### config.mk
export PLATFORM = sky130hd
export DESIGN_NAME = rv_mdu
export DESIGN_NICKNAME = d
export VERILOG_FILES = /design/src/rtl/rv_mdu_pkg.sv /design/src/rtl/mdu_negate.sv /design/src/rtl/rv_mdu.sv
export SDC_FILE = /design/constraint.sdc
export NUM_CORES = 1
export LEC_CHECK = 0
export ABC_CLOCK_PERIOD_IN_PS = 3900
export CAP_MARGIN = 20
export CORE_UTILIZATION = 50
export DETAILED_ROUTE_END_ITERATION = 16
export HOLD_SLACK_MARGIN = 0.1
export PLACE_DENSITY = 0.83
export SETUP_SLACK_MARGIN = 0.15
export SLEW_MARGIN = 20
export SYNTH_ARGS = -nofsm -noshare
export SYNTH_HDL_FRONTEND = slang
export SYNTH_SLANG_ARGS = --single-unit
### constraint.sdc
create_clock -name clk -period 3.9 [get_ports clk]
set_input_delay 0.78 -clock clk [delete_from_list [all_inputs] [get_ports clk]]
set_output_delay 0.78 -clock clk [all_outputs]
set_load 0.01 [all_outputs]
### src/rtl/rv_mdu_pkg.sv
// Shared definitions for the RV32/64 M-extension multiply/divide unit.
package rv_mdu_pkg;

    localparam logic [2:0] OP_MUL    = 3'b000;
    localparam logic [2:0] OP_MULH   = 3'b001;
    localparam logic [2:0] OP_MULHSU = 3'b010;
    localparam logic [2:0] OP_MULHU  = 3'b011;
    localparam logic [2:0] OP_DIV    = 3'b100;
    localparam logic [2:0] OP_DIVU   = 3'b101;
    localparam logic [2:0] OP_REM    = 3'b110;
    localparam logic [2:0] OP_REMU   = 3'b111;

    typedef enum logic [1:0] {
        ST_IDLE = 2'd0,
        ST_CALC = 2'd1,
        ST_FIX  = 2'd2,
        ST_DONE = 2'd3
    } state_e;

    // Bits needed to count 0 .. n-1.
    function automatic int unsigned clog2(input int unsigned n);
        int unsigned v;
        int unsigned w;
        v = n - 1;
        w = 0;
        while (v != 0) begin
            v = v >> 1;
            w = w + 1;
        end
        return w;
    endfunction

endpackage

### src/rtl/mdu_negate.sv
// Conditional two's complement of a W-bit value.
module mdu_negate #(
    parameter int unsigned W = 32
) (
    input  logic         i_en,
    input  logic [W-1:0] i_val,
    output logic [W-1:0] o_val_c
);

    assign o_val_c = i_en ? W'(~i_val + W'(1)) : i_val;

endmodule

### src/rtl/rv_mdu.sv
// Iterative radix-2 multiply/divide unit: shift-add multiply, restoring divide,
// sign handled by magnitude conversion up front and correction in FIX.
module rv_mdu
    import rv_mdu_pkg::*;
#(
    parameter int unsigned XLEN = 32
) (
    input  logic            clk,
    input  logic            rst,
    input  logic            start,
    input  logic            kill,
    input  logic [2:0]      op,
    input  logic [XLEN-1:0] a,
    input  logic [XLEN-1:0] b,
    output logic            busy,
    output logic            done,
    output logic [XLEN-1:0] r
);

    localparam int unsigned CNT_W = clog2(XLEN);
    localparam int unsigned DW    = 2 * XLEN;

    state_e            r_state;
    state_e            w_next;
    logic [CNT_W-1:0]  r_cnt;
    logic [DW-1:0]     r_acc;
    logic [XLEN-1:0]   r_opb;
    logic [2:0]        r_op;
    logic              r_neg_q;
    logic              r_neg_r;
    logic [XLEN-1:0]   r_res;
    logic              r_busy;
    logic              r_done;

    logic              w_a_signed;
    logic              w_b_signed;
    logic              w_sa;
    logic              w_sb;
    logic [XLEN-1:0]   w_mag_a;
    logic [XLEN-1:0]   w_mag_b;
    logic              w_div0;
    logic              w_ovf;
    logic              w_special;
    logic              w_accept;
    logic [XLEN:0]     w_mul_sum;
    logic [DW-1:0]     w_mul_step;
    logic [XLEN:0]     w_rem_sh;
    logic [XLEN:0]     w_diff;
    logic [DW-1:0]     w_div_step;
    logic [DW-1:0]     w_prod;
    logic [XLEN-1:0]   w_quot;
    logic [XLEN-1:0]   w_rem;
    logic [XLEN-1:0]   w_result;

    // Operand sign decode and special-case detection at request time.
    assign w_a_signed = (op == OP_MULH) | (op == OP_MULHSU) | (op == OP_DIV) | (op == OP_REM);
    assign w_b_signed = (op == OP_MULH) | (op == OP_DIV) | (op == OP_REM);
    assign w_sa       = w_a_signed & a[XLEN-1];
    assign w_sb       = w_b_signed & b[XLEN-1];
    assign w_div0     = op[2] & (b == '0);
    assign w_ovf      = op[2] & ~op[0] & (a == {1'b1, {(XLEN-1){1'b0}}}) & (&b);
    assign w_special  = w_div0 | w_ovf;
    assign w_accept   = start & ~kill & ((r_state == ST_IDLE) | (r_state == ST_DONE));

    mdu_negate #(.W(XLEN)) u_neg_a (.i_en(w_sa), .i_val(a), .o_val_c(w_mag_a));
    mdu_negate #(.W(XLEN)) u_neg_b (.i_en(w_sb), .i_val(b), .o_val_c(w_mag_b));

    // One multiply step: add multiplier into high half when LSB set, shift right.
    assign w_mul_sum  = {1'b0, r_acc[DW-1:XLEN]} + (r_acc[0] ? {1'b0, r_opb} : '0);
    assign w_mul_step = {w_mul_sum, r_acc[XLEN-1:1]};

    // One restoring divide step: remainder in high half, quotient shifts into low half.
    assign w_rem_sh   = r_acc[DW-1:XLEN-1];
    assign w_diff     = w_rem_sh - {1'b0, r_opb};
    assign w_div_step = w_diff[XLEN] ? {w_rem_sh[XLEN-1:0], r_acc[XLEN-2:0], 1'b0}
                                     : {w_diff[XLEN-1:0],   r_acc[XLEN-2:0], 1'b1};

    mdu_negate #(.W(DW))   u_neg_p (.i_en(r_neg_q), .i_val(r_acc),              .o_val_c(w_prod));
    mdu_negate #(.W(XLEN)) u_neg_q (.i_en(r_neg_q), .i_val(r_acc[XLEN-1:0]),    .o_val_c(w_quot));
    mdu_negate #(.W(XLEN)) u_neg_r (.i_en(r_neg_r), .i_val(r_acc[DW-1:XLEN]),   .o_val_c(w_rem));

    always_comb begin
        w_result = w_prod[XLEN-1:0];
        case (r_op)
            OP_MUL:                       w_result = w_prod[XLEN-1:0];
            OP_MULH, OP_MULHSU, OP_MULHU: w_result = w_prod[DW-1:XLEN];
            OP_DIV, OP_DIVU:              w_result = w_quot;
            OP_REM, OP_REMU:              w_result = w_rem;
            default:                      w_result = w_prod[XLEN-1:0];
        endcase
    end

    // Next-state logic; kill overrides every transition.
    always_comb begin
        w_next = r_state;
        case (r_state)
            ST_IDLE, ST_DONE: begin
                w_next = ST_IDLE;
                if (start) w_next = w_special ? ST_FIX : ST_CALC;
            end
            ST_CALC: if (r_cnt == CNT_W'(XLEN - 1)) w_next = ST_FIX;
            ST_FIX:  w_next = ST_DONE;
            default: w_next = ST_IDLE;
        endcase
        if (kill) w_next = ST_IDLE;
    end

    always_ff @(posedge clk) begin
        if (rst) begin
            r_state <= ST_IDLE;
            r_cnt   <= '0;
            r_acc   <= '0;
            r_opb   <= '0;
            r_op    <= OP_MUL;
            r_neg_q <= 1'b0;
            r_neg_r <= 1'b0;
            r_res   <= '0;
            r_busy  <= 1'b0;
            r_done  <= 1'b0;
        end else begin
            r_state <= w_next;
            r_busy  <= (w_next == ST_CALC) | (w_next == ST_FIX);
            r_done  <= (w_next == ST_DONE);
            if (w_accept) begin
                r_op  <= op;
                r_cnt <= '0;
                r_opb <= w_mag_b;
                // Special cases preload the final fields so FIX passes them through.
                if (w_div0) begin
                    r_acc   <= {a, {XLEN{1'b1}}};
                    r_neg_q <= 1'b0;
                    r_neg_r <= 1'b0;
                end else if (w_ovf) begin
                    r_acc   <= {{XLEN{1'b0}}, a};
                    r_neg_q <= 1'b0;
                    r_neg_r <= 1'b0;
                end else begin
                    r_acc   <= {{XLEN{1'b0}}, w_mag_a};
                    r_neg_q <= w_sa ^ w_sb;
                    r_neg_r <= w_sa;
                end
            end else if ((r_state == ST_CALC) && !kill) begin
                r_cnt <= r_cnt + CNT_W'(1);
                r_acc <= r_op[2] ? w_div_step : w_mul_step;
            end
            if ((r_state == ST_FIX) && !kill) r_res <= w_result;
        end
    end

    assign busy = r_busy;
    assign done = r_done;
    assign r    = r_res;

endmodule

==> flow_summary.rst <==
.. list-table::
   :header-rows: 1

   * - Metric
     - Value
   * - FP Rows
     - 61
   * - Post-synthesis cell area
     - 0.01414 mm^2
   * - Global-route usage over all layers
     - 37.44%
   * - Final Slew Violations
     - 0
   * - Effective utilization at floorplan
     - 50.91%
   * - List of most frequent post-synthesis cells
     - nor2_1, nand2_1, a21oi_1
   * - Class of the most critical setup path
     - input port to register
   * - Maximum number of pins on one net before global-route repair
     - 73
   * - Root buf cell
     - clkbuf_16
   * - Finish-stage setup viols
     - 0
   * - Area fraction of the dominant cell type after synthesis
     - 20.10%
   * - First DRT Iteration DRCs
     - 2171
   * - Worst-path maximum fanout
     - 6
   * - Worst VDD drop
     - 0.0003394 V
   * - Global-route congestion overflow total
     - 0
   * - Number of synthesized register bits
     - 142
   * - Setup repair after global routing missed its margin
     - yes
   * - Synth Net Count
     - 2121
   * - Reg2reg start
     - r_acc[31]$_SDFFE_PP0P_
   * - Antenna violations before repair
     - 0
   * - Cells after synthesis
     - 1974
   * - Hold-fix buffer count after cts
     - 0
   * - Area of the placeable core
     - 0.02778 mm^2
   * - Per-cell via count in the routed design
     - 6.549
   * - Ant diodes
     - 0
   * - Rel. slew slack
     - 21.13%
   * - Tcrit/Tclk final
     - 94.95%
   * - Worst setup SP type
     - input port
   * - Number of I/O pins
     - 105
   * - Post-DP HPWL
     - 41470 um
   * - Number of levels in the clock H-tree
     - 4
   * - Die width
     - 170.2 um
   * - Worst Hold Class
     - register to register
   * - Final instance count without filler cells
     - 2522
   * - Ratio of cells with drive above 1 in the final layout
     - 12.78%
   * - P per Cell Area
     - 304.2 mW/mm^2
   * - Share of flip-flops with an asynchronous set or reset after synthesis
     - 0%
   * - Ordered cell list for the critical path
     - dlygate4sd2_1 -> inv_1 -> ha_2 -> or3b_4 -> or3_4 -> or4_4 -> or4_4 -> nor2_8 -> buf_4 -> buf_16 -> a21oi_1 -> a211o_1 -> a21oi_1
   * - Vias in the first global route
     - 15505
   * - Cell Count Post-Placement
     - 2466
   * - Critical path startpoint
     - b[0]
   * - Most repeated cell in the gate-level netlist after synthesis
     - nor2_1
   * - Total via count in the routed design
     - 16516
   * - Final worst clock skew
     - 12.27 ps
   * - Source of the worst hold timing path
     - r[4]$_SDFFE_PP0P_
   * - Portion of the post-synthesis area used by sequential elements
     - 20.10%
   * - Standard cell with the maximum stage delay on the critical path
     - or4_4
   * - Most instantiated flip-flop cell in the synthesis netlist
     - dfxtp_1
   * - Residual antenna-violating net count after detailed routing
     - 0
   * - Number of iterations in the first detailed-routing pass
     - 7
   * - Hold Violations, Final
     - 0
   * - Routed WL per cell
     - 21.62 um
   * - Total Nets Final
     - 2278
   * - Mean post-synth cell area
     - 7.165 um^2
   * - Global-route wire length before repair
     - 84750 um
   * - Cell type contributing the most total cell area after synthesis
     - dfxtp_1
   * - Final weighted congestion in routability-driven placement
     - 1.047
   * - Number of distinct standard cells referenced by the synthesized netlist
     - 80
   * - Largest stage delay, worst path
     - 530 ps
   * - Number of violations of the max-capacitance limit
     - 0
   * - Total DRC errors in the routed layout
     - 0
   * - Number of flops mapped to enable cells by yosys
     - 0
   * - Least-Margin Pin Slew
     - 1181 ps
   * - Main area contributors after synthesis
     - dfxtp_1, ha_1, a21oi_1
   * - Run status
     - complete, no violations
   * - Clock insertion delay at the later pin of the skew report
     - 440 ps
   * - Maximum achievable frequency
     - 270.1 MHz
   * - Area added between synthesis and finish
     - 22.28%
   * - IO buf count
     - 104
   * - Data required time of the critical path
     - 4270 ps
   * - Die footprint
     - 0.02896 mm^2
   * - CTS tree
     - built
   * - Data arrival time of the critical path
     - 4070 ps
   * - Clock period minus final worst setup slack
     - 3703 ps
   * - Yosys synthesis warning count
     - 0
   * - Maximum buffer depth of the clock tree
     - 2
   * - Kind of end point of the critical path
     - register
   * - Die height
     - 170.2 um
   * - Leakage power of the design
     - 6.901 nW
   * - Total clock buffers created by CTS
     - 17
   * - Overall routed net length
     - 54520 um
   * - Clock slew at the register clock pins of the worst setup and hold paths
     - 60 ps
   * - Worst hold margin
     - 464.7 ps
   * - CTS sink cnt
     - 142
## sequential cells by signal, indices dropped and copies added (netlist names)
register  cells
r_acc        64
r            32
r_opb        32
r_cnt         5
r_op          3
r_state       2
busy          1
done          1
r_neg_q       1
r_neg_r       1
## kinds of logic after synthesis
family / after synthesis / synth area share, %
buf+inv: 216 / 5.830
mux: 46 / 3.309
flops: 142 / 20.10
simple gates: 663 / 22.41
fa+ha+maj: 76 / 6.829
xor+xnor: 177 / 10.96
compound gates: 654 / 30.56
## where the power goes
group / internal (W) / switching, W / leakage [nW]
clock network: 0.00102 / 0.000704 / 0.294
registers: 0.00152 / 0.0000903 / 1.16
logic: 0.000765 / 0.00117 / 5.45
## layout by cell type, fill, tap and decap left out, drive strengths merged, types with 7 or more instances in the layout
cell type	n
clkbuf	20
nand2	177
nor2b	18
a221oi	29
clkdlybuf4s50	97
o221ai	14
dfxtp	142
o21a	11
a21o	57
nand4	23
or4	17
buf	183
o21ai	135
or3	30
and3	8
o31ai	34
or2	8
a31oi	26
a21oi	166
mux2i	40
nor2	207
xnor2	91
a211oi	52
o41ai	16
nor3	56
o22ai	11
o31a	7
o211ai	15
a311oi	16
ha	74
a2111oi	7
a21boi	8
nand2b	24
inv	68
nand3	42
nor4	23
xor2	86
and2	9
## final timing paths
path | to | slack, ps | depth (start not counted)
max | r_acc[33]$_SDFFE_PP0P_ | 200 | 13
min | r[4]$_SDFFE_PP0P_ | 460 | 2
max reg2reg | r_acc[36]$_SDFFE_PP0P_ | 210 | 13
min reg2reg | r[4]$_SDFFE_PP0P_ | 460 | 2
## per-layer routing
layer	vias up	GRT usage, %	share of wire, %
li1	7564	-	-
met1	7743	46.59	40
met2	991	59.55	44
met3	218	6.395	9.6
met4	0	24.44	6.7
met5	-	0	0
## area by class of cell
class                           count  area, um^2
Multi-Input combinational cell   1617       10610
Clock inverter                     12       132.6
Fill cell                        2485       10490
Timing Repair Buffer              287        2501
Inverter                           66       247.7
Clock buffer                       20       478.0
Sequential cell                   142        2848
Tap cell                          378       473.0
## what timing repair did
action	4_1_cts	5_1_grt
pin swaps	14	5
cloned	2	1
buffers inserted	18	3
resized for setup	25	14
setup endpoints to repair	30	50
## metrics by stage
| step | worst slack, ps | power (W) | setup TNS (ps) | instance area, um^2 | util [%] |
|---|---|---|---|---|---|
| detailed placement | -415.6 | 0.003473 | -16440 | 16360 | 58.88 |
| floorplan | 163.5 | 0.002780 | 0 | 14140 | - |
| global route | 139.4 | 0.005469 | 0 | 17290 | 62.25 |
| global placement | -339.1 | 0.003437 | -12280 | 16360 | 58.88 |
| CTS | 160.7 | 0.005185 | 0 | 17210 | 61.93 |
| finish | 197.0 | 0.005261 | 0 | 17290 | 62.25 |
## critical path, delay by kind of cell
kind	cells	cell delay [ps]
AND/OR/NAND/NOR	5	2040
buffers and inverters	4	630
adder cells (fa/ha/maj)	1	180
AO/OA/AOI/OAI	3	430
No activity file was read; power rests on OpenSTA's default activity.
